===== src/rtl/outport_uart_tx.sv =====
// outport_uart_tx: buffers OutPort words in a small FIFO and sends each
// word as four UART frames (8N1, or 8E1 with OUTPORT_TX_PARITY_EN), byte 0 first.
// Parameters: CLKS_PER_BIT (>=2) cycles per bit, FIFO_DEPTH (power of 2, >=2).
// Ports: Clock, Reset (async, active high), wr_en/wr_data (word write),
//   tx (serial line, idles high), fifo_full, fifo_empty, busy,
//   dropped (sticky: a write was refused because the FIFO was full).
// Optional feature macro: OUTPORT_TX_PARITY_EN adds an even parity bit per frame.
module outport_uart_tx #(
  parameter int CLKS_PER_BIT = 16,
  parameter int FIFO_DEPTH   = 4
) (
  input  logic        Clock,
  input  logic        Reset,
  input  logic        wr_en,
  input  logic [31:0] wr_data,
  output logic        tx,
  output logic        fifo_full,
  output logic        fifo_empty,
  output logic        busy,
  output logic        dropped
);

  localparam int PW = $clog2(FIFO_DEPTH);
  localparam int TW = (CLKS_PER_BIT > 2) ? $clog2(CLKS_PER_BIT) : 1;
  localparam logic [PW:0]   CNT_FULL = (PW+1)'(FIFO_DEPTH);
  localparam logic [PW:0]   CNT_ONE  = (PW+1)'(1);
  localparam logic [PW-1:0] PTR_ONE  = PW'(1);
  localparam logic [TW-1:0] T_LAST   = TW'(CLKS_PER_BIT - 1);
  localparam logic [TW-1:0] T_ONE    = TW'(1);

  typedef enum logic [2:0] {
    S_IDLE,
    S_START,
    S_DATA,
`ifdef OUTPORT_TX_PARITY_EN
    S_PARITY,
`endif
    S_STOP
  } state_t;

  logic [31:0]   mem [FIFO_DEPTH];
  logic [PW-1:0] wr_ptr;
  logic [PW-1:0] rd_ptr;
  logic [PW:0]   count;
  logic [PW:0]   count_n;
  logic          push;
  logic          pop;

  state_t        state;
  state_t        state_n;
  logic [TW-1:0] timer;
  logic [TW-1:0] timer_n;
  logic [2:0]    bit_idx;
  logic [2:0]    bit_n;
  logic [1:0]    byte_idx;
  logic [1:0]    byte_n;
  logic [31:0]   shreg;
  logic [31:0]   shreg_n;
  logic          tx_n;
  logic          tick;
`ifdef OUTPORT_TX_PARITY_EN
  logic          par;
  logic          par_n;
`endif

  assign push = wr_en && !fifo_full;
  assign tick = (timer == T_LAST);
  assign busy = (state != S_IDLE);

  always_comb begin
    count_n = count;
    case ({push, pop})
      2'b10:   count_n = count + CNT_ONE;
      2'b01:   count_n = count - CNT_ONE;
      default: count_n = count;
    endcase
  end

  always_comb begin
    state_n = state;
    timer_n = timer;
    bit_n   = bit_idx;
    byte_n  = byte_idx;
    shreg_n = shreg;
    pop     = 1'b0;
`ifdef OUTPORT_TX_PARITY_EN
    par_n   = par;
`endif
    unique case (state)
      S_IDLE: begin
        if (!fifo_empty) begin
          pop     = 1'b1;
          shreg_n = mem[rd_ptr];
          state_n = S_START;
          timer_n = '0;
          bit_n   = '0;
          byte_n  = '0;
        end
      end
      S_START: begin
        if (tick) begin
          timer_n = '0;
          state_n = S_DATA;
`ifdef OUTPORT_TX_PARITY_EN
          par_n   = 1'b0;
`endif
        end else begin
          timer_n = timer + T_ONE;
        end
      end
      S_DATA: begin
        if (tick) begin
          timer_n = '0;
          // Shifting the whole word leaves the next byte at the LSB.
          shreg_n = {1'b0, shreg[31:1]};
`ifdef OUTPORT_TX_PARITY_EN
          par_n   = par ^ shreg[0];
`endif
          if (bit_idx == 3'd7) begin
            bit_n = '0;
`ifdef OUTPORT_TX_PARITY_EN
            state_n = S_PARITY;
`else
            state_n = S_STOP;
`endif
          end else begin
            bit_n = bit_idx + 3'd1;
          end
        end else begin
          timer_n = timer + T_ONE;
        end
      end
`ifdef OUTPORT_TX_PARITY_EN
      S_PARITY: begin
        if (tick) begin
          timer_n = '0;
          state_n = S_STOP;
        end else begin
          timer_n = timer + T_ONE;
        end
      end
`endif
      S_STOP: begin
        if (tick) begin
          timer_n = '0;
          if (byte_idx != 2'd3) begin
            byte_n  = byte_idx + 2'd1;
            state_n = S_START;
          end else begin
            state_n = S_IDLE;
          end
        end else begin
          timer_n = timer + T_ONE;
        end
      end
      default: state_n = S_IDLE;
    endcase

    // tx is registered: compute the line level for the upcoming state.
    tx_n = 1'b1;
    case (state_n)
      S_START:  tx_n = 1'b0;
      S_DATA:   tx_n = shreg_n[0];
`ifdef OUTPORT_TX_PARITY_EN
      S_PARITY: tx_n = par_n;
`endif
      default:  tx_n = 1'b1;
    endcase
  end

  always_ff @(posedge Clock) begin
    if (push) mem[wr_ptr] <= wr_data;
  end

  always_ff @(posedge Clock or posedge Reset) begin
    if (Reset) begin
      wr_ptr     <= '0;
      rd_ptr     <= '0;
      count      <= '0;
      fifo_full  <= 1'b0;
      fifo_empty <= 1'b1;
      dropped    <= 1'b0;
      state      <= S_IDLE;
      timer      <= '0;
      bit_idx    <= '0;
      byte_idx   <= '0;
      shreg      <= '0;
      tx         <= 1'b1;
`ifdef OUTPORT_TX_PARITY_EN
      par        <= 1'b0;
`endif
    end else begin
      if (push) wr_ptr <= wr_ptr + PTR_ONE;
      if (pop)  rd_ptr <= rd_ptr + PTR_ONE;
      count      <= count_n;
      fifo_full  <= (count_n == CNT_FULL);
      fifo_empty <= (count_n == '0);
      dropped    <= dropped | (wr_en & fifo_full);
      state      <= state_n;
      timer      <= timer_n;
      bit_idx    <= bit_n;
      byte_idx   <= byte_n;
      shreg      <= shreg_n;
      tx         <= tx_n;
`ifdef OUTPORT_TX_PARITY_EN
      par        <= par_n;
`endif
    end
  end

endmodule


===== config.mk =====
export PLATFORM = sky130hd
export DESIGN_NAME = outport_uart_tx
export DESIGN_NICKNAME = d
export VERILOG_FILES = /design/src/rtl/outport_uart_tx.sv
export SDC_FILE = /design/constraint.sdc
export NUM_CORES = 1
export LEC_CHECK = 0
export ABC_AREA = 1
export CAP_MARGIN = 20
export CORE_UTILIZATION = 40
export DETAILED_ROUTE_END_ITERATION = 7
export PLACE_DENSITY = 0.67
export SYNTH_ARGS = -nofsm -noshare
export SYNTH_HDL_FRONTEND = slang
export SYNTH_SLANG_ARGS = --single-unit

===== constraint.sdc =====
create_clock -name Clock -period 2.94 [get_ports Clock]
set_input_delay 0.294 -clock Clock [delete_from_list [all_inputs] [get_ports Clock]]
set_output_delay 0.294 -clock Clock [all_outputs]
set_load 0.05 [all_outputs]

==> impl_metrics.json <==
{
  "power_frac_seq_pct": 43.2,
  "grt_overflow_total": 0,
  "power_frac_clock_pct": 26.5,
  "synthTopCellsByArea": "edfxtp_1, dfrtp_1, o221ai_2",
  "drt-total-wl_um": 14000,
  "synthToLayoutAreaGrowth_pct": 15.69,
  "grt_max_degree": 68,
  "p_leak_nw": 3.306,
  "hp-class": "input pin to async pin",
  "post-route-period-util_pct": 75.46,
  "yosys.area.top_type": "edfxtp_1",
  "die_w_um": 140.9,
  "hold_violations": 0,
  "slew_viol_final": 0,
  "synthArstFlopShare_pct": 30.05,
  "synth_fp_nets": 674,
  "synth_cell_types": 39,
  "die_y_um": 140.9,
  "coreArea_um2": 18830,
  "root_buffer": "clkbuf_16",
  "cap_violations": 0,
  "p_comb_share_pct": 30.3,
  "ys.flop_type": "edfxtp_1",
  "drc": 0,
  "die_area_um2": 19860,
  "syn_avg_cell_area_um2": 12.28,
  "timing.rr.end": "fifo_full",
  "antenna_found_initial": 0,
  "rows": 50,
  "synth_area_um2": 7721,
  "tns_ns": 0,
  "cts_made_buffers": 17,
  "vias": 4681,
  "outcome": "finished clean",
  "clk_pin_slew_ns": 0.06,
  "timing.rr.start": "state[2]",
  "relSlewSlack_pct": 52.99,
  "ir_drop_mv": 0.4492,
  "path_class": "flop to output pin",
  "wl_per_cell_um": 14.85,
  "period_needed_ns": 2.218,
  "gp_congestion": 0.7530,
  "endpoint_kind": "output pin",
  "arrival_ns": 1.92,
  "worstSetupStartpointType": "flop",
  "setup_viol": 0,
  "ioPinCount": 40,
  "skew_ns": 0.007736,
  "synth_warnings": 0,
  "ff2ff_path_depth": 9,
  "final_cells": 943,
  "initial_core_util_pct": 41.00,
  "cp_max_fo": 5,
  "postCtsHoldBufs": 0,
  "clkSinkCount": 183,
  "cts_resized": 0,
  "required_ns": 2.65,
  "via_per_inst": 4.964,
  "place_hpwl_um": 8280,
  "port_buffers": 39,
  "placedCellCount": 911,
  "drive_gt1_share_pct": 13.76,
  "clk_latency_ns": 0.43,
  "whs_ns": 0.2260,
  "dr_wl_met2_um": 7169,
  "first_iter_violations": 345,
  "internal-power_mw": 5.547,
  "worst_pin_slew_ns": 0.7052,
  "synth_top_cell_area_share_pct": 49.78,
  "gr-usage-all-layers_pct": 15.09,
  "wl_met1_um": 6186,
  "grt_pass1_wl_um": 22970,
  "ys_ff_latch": 183,
  "nNetsFinal": 715,
  "n_antenna_cell": 0,
  "switching_share_pct": 33.73,
  "clock_path_buffers": 2,
  "cts_tree": "done",
  "synthCells": 629,
  "p_per_area_nw_per_um2": 937.1,
  "p_sw_mw": 2.824,
  "ant_nets": 0,
  "synth_edf_count": 128,
  "met3_length_um": 392,
  "rsz0062_at_grt": "false",
  "post_cts_buffers": 0,
  "num-fill-cells": 1640,
  "dr.pass1.iters": 5,
  "grt_pass1_vias": 4637,
  "top_layer_used": "met4",
  "fmax_mhz": 450.8,
  "cts-htree-levels": 4,
  "r2r_slack_ns": 0.75,
  "ys_seq_area_share_pct": 67.64
}
## cells in the mapped netlist (2+ instances only)
master / n
buf_2: 7
buf_6: 3
dfstp_2: 2
dfrtp_1: 53
o21ai_0: 83
xnor2_1: 2
nor2_4: 2
nand3_1: 16
a21oi_1: 3
ha_1: 9
edfxtp_1: 128
nand3_2: 2
clkbuf_1: 12
nand2_1: 67
buf_8: 3
o22ai_1: 2
inv_2: 3
nand2_8: 3
nor2_1: 101
xor2_1: 5
o31ai_1: 3
inv_1: 59
o21ai_1: 16
o221ai_2: 28
buf_4: 3
## sequential cells by signal (all words and copies together), names as in the netlist
signal,cells
bit_idx,3
timer,4
shreg,32
fifo_full,1
wr_ptr,2
state,3
mem,128
rd_ptr,2
fifo_empty,1
byte_idx,2
tx,1
count,3
dropped,1
## power groups by stage
stage	clock network [mW]	registers (mW)	logic (mW)
floorplan	0	3.68	1.90
global placement	0	3.65	2.45
detailed placement	0	3.67	2.56
CTS	2.26	3.62	2.57
global route	2.35	3.68	2.86
finish	2.22	3.62	2.54
## placed cells by master (no fill, tap or decap), drive strengths merged, types with 2 or more instances in the layout
| cell type | n |
|---|---|
| nor2 | 105 |
| nand3 | 18 |
| nand2 | 71 |
| o21ai | 100 |
| clkinv | 3 |
| o211ai | 2 |
| clkbuf | 20 |
| clkinvlp | 3 |
| o31ai | 3 |
| xor2 | 5 |
| xnor2 | 2 |
| a21oi | 3 |
| o221ai | 28 |
| dfstp | 2 |
| inv | 67 |
| edfxtp | 128 |
| ha | 9 |
| buf | 12 |
| o22ai | 2 |
| dfrtp | 53 |
| clkdlybuf4s50 | 39 |
| bufinv | 2 |
## per-layer routing
| metal | up-vias | global-route usage (%) |
|---|---|---|
| met3 | 19 | 2.989 |
| met5 | - | 0 |
| met2 | 84 | 26.08 |
| li1 | 2263 | - |
| met4 | 0 | 6.236 |
| met1 | 2315 | 18.51 |
## worst max-delay path by stage
stage | from | end | slack [ns] | cells after the start
4_1_cts | state[2] | busy | 0.69 | 3
2_1_floorplan | fifo_full | mem[0][0] | 0.32 | 3
3_5_place_dp | wr_en | fifo_full | 0.50 | 8
6_report | state[2] | busy | 0.72 | 3
3_3_place_gp | wr_en | fifo_full | 0.59 | 10
5_1_grt | timer[0] | bit_idx[0] | 0.62 | 7
## through the flow
stage | worst slack (ns) | util (%) | instance area [um2] | total power [mW]
2_1_floorplan | 0.3160 | - | 7721 | 5.580
3_3_place_gp | 0.5890 | 44.36 | 8353 | 6.092
3_5_place_dp | 0.5002 | 44.36 | 8353 | 6.227
4_1_cts | 0.6907 | 47.44 | 8932 | 8.448
5_1_grt | 0.6202 | 47.44 | 8932 | 8.885
6_report | 0.7215 | 47.44 | 8932 | 8.371
## worst max-delay path, stage by stage, from the launching register on
cell and delay (ns):
dfrtp_1 0.48, nor2_4 0.09, nand2_8 0.10, clkdlybuf4s50_1 0.82
## kinds of logic after synthesis
| kind of cell | count (synthesis) | synth area share [%] |
|---|---|---|
| flip-flops | 183 | 67.64 |
| AO/OA/AOI/OAI | 141 | 13.17 |
| buffers and inverters | 92 | 5.526 |
| AND/OR/NAND/NOR | 195 | 11.10 |
| adder cells (fa/ha/maj) | 10 | 1.718 |
| XOR/XNOR | 7 | 0.7941 |
| other | 1 | 0.04857 |
## cell type report
class	instances	area (um2)	share of cell area, %
timing repair buffer	51	480.5	5.379
tap	260	325.3	3.642
sequential	183	5224	58.48
inverter	63	241.5	2.703
multi-input combinational	354	2082	23.31
clock inverter	12	142.6	1.597
clock buffer	20	436.7	4.889
Power figures use the tool's default switching activity.
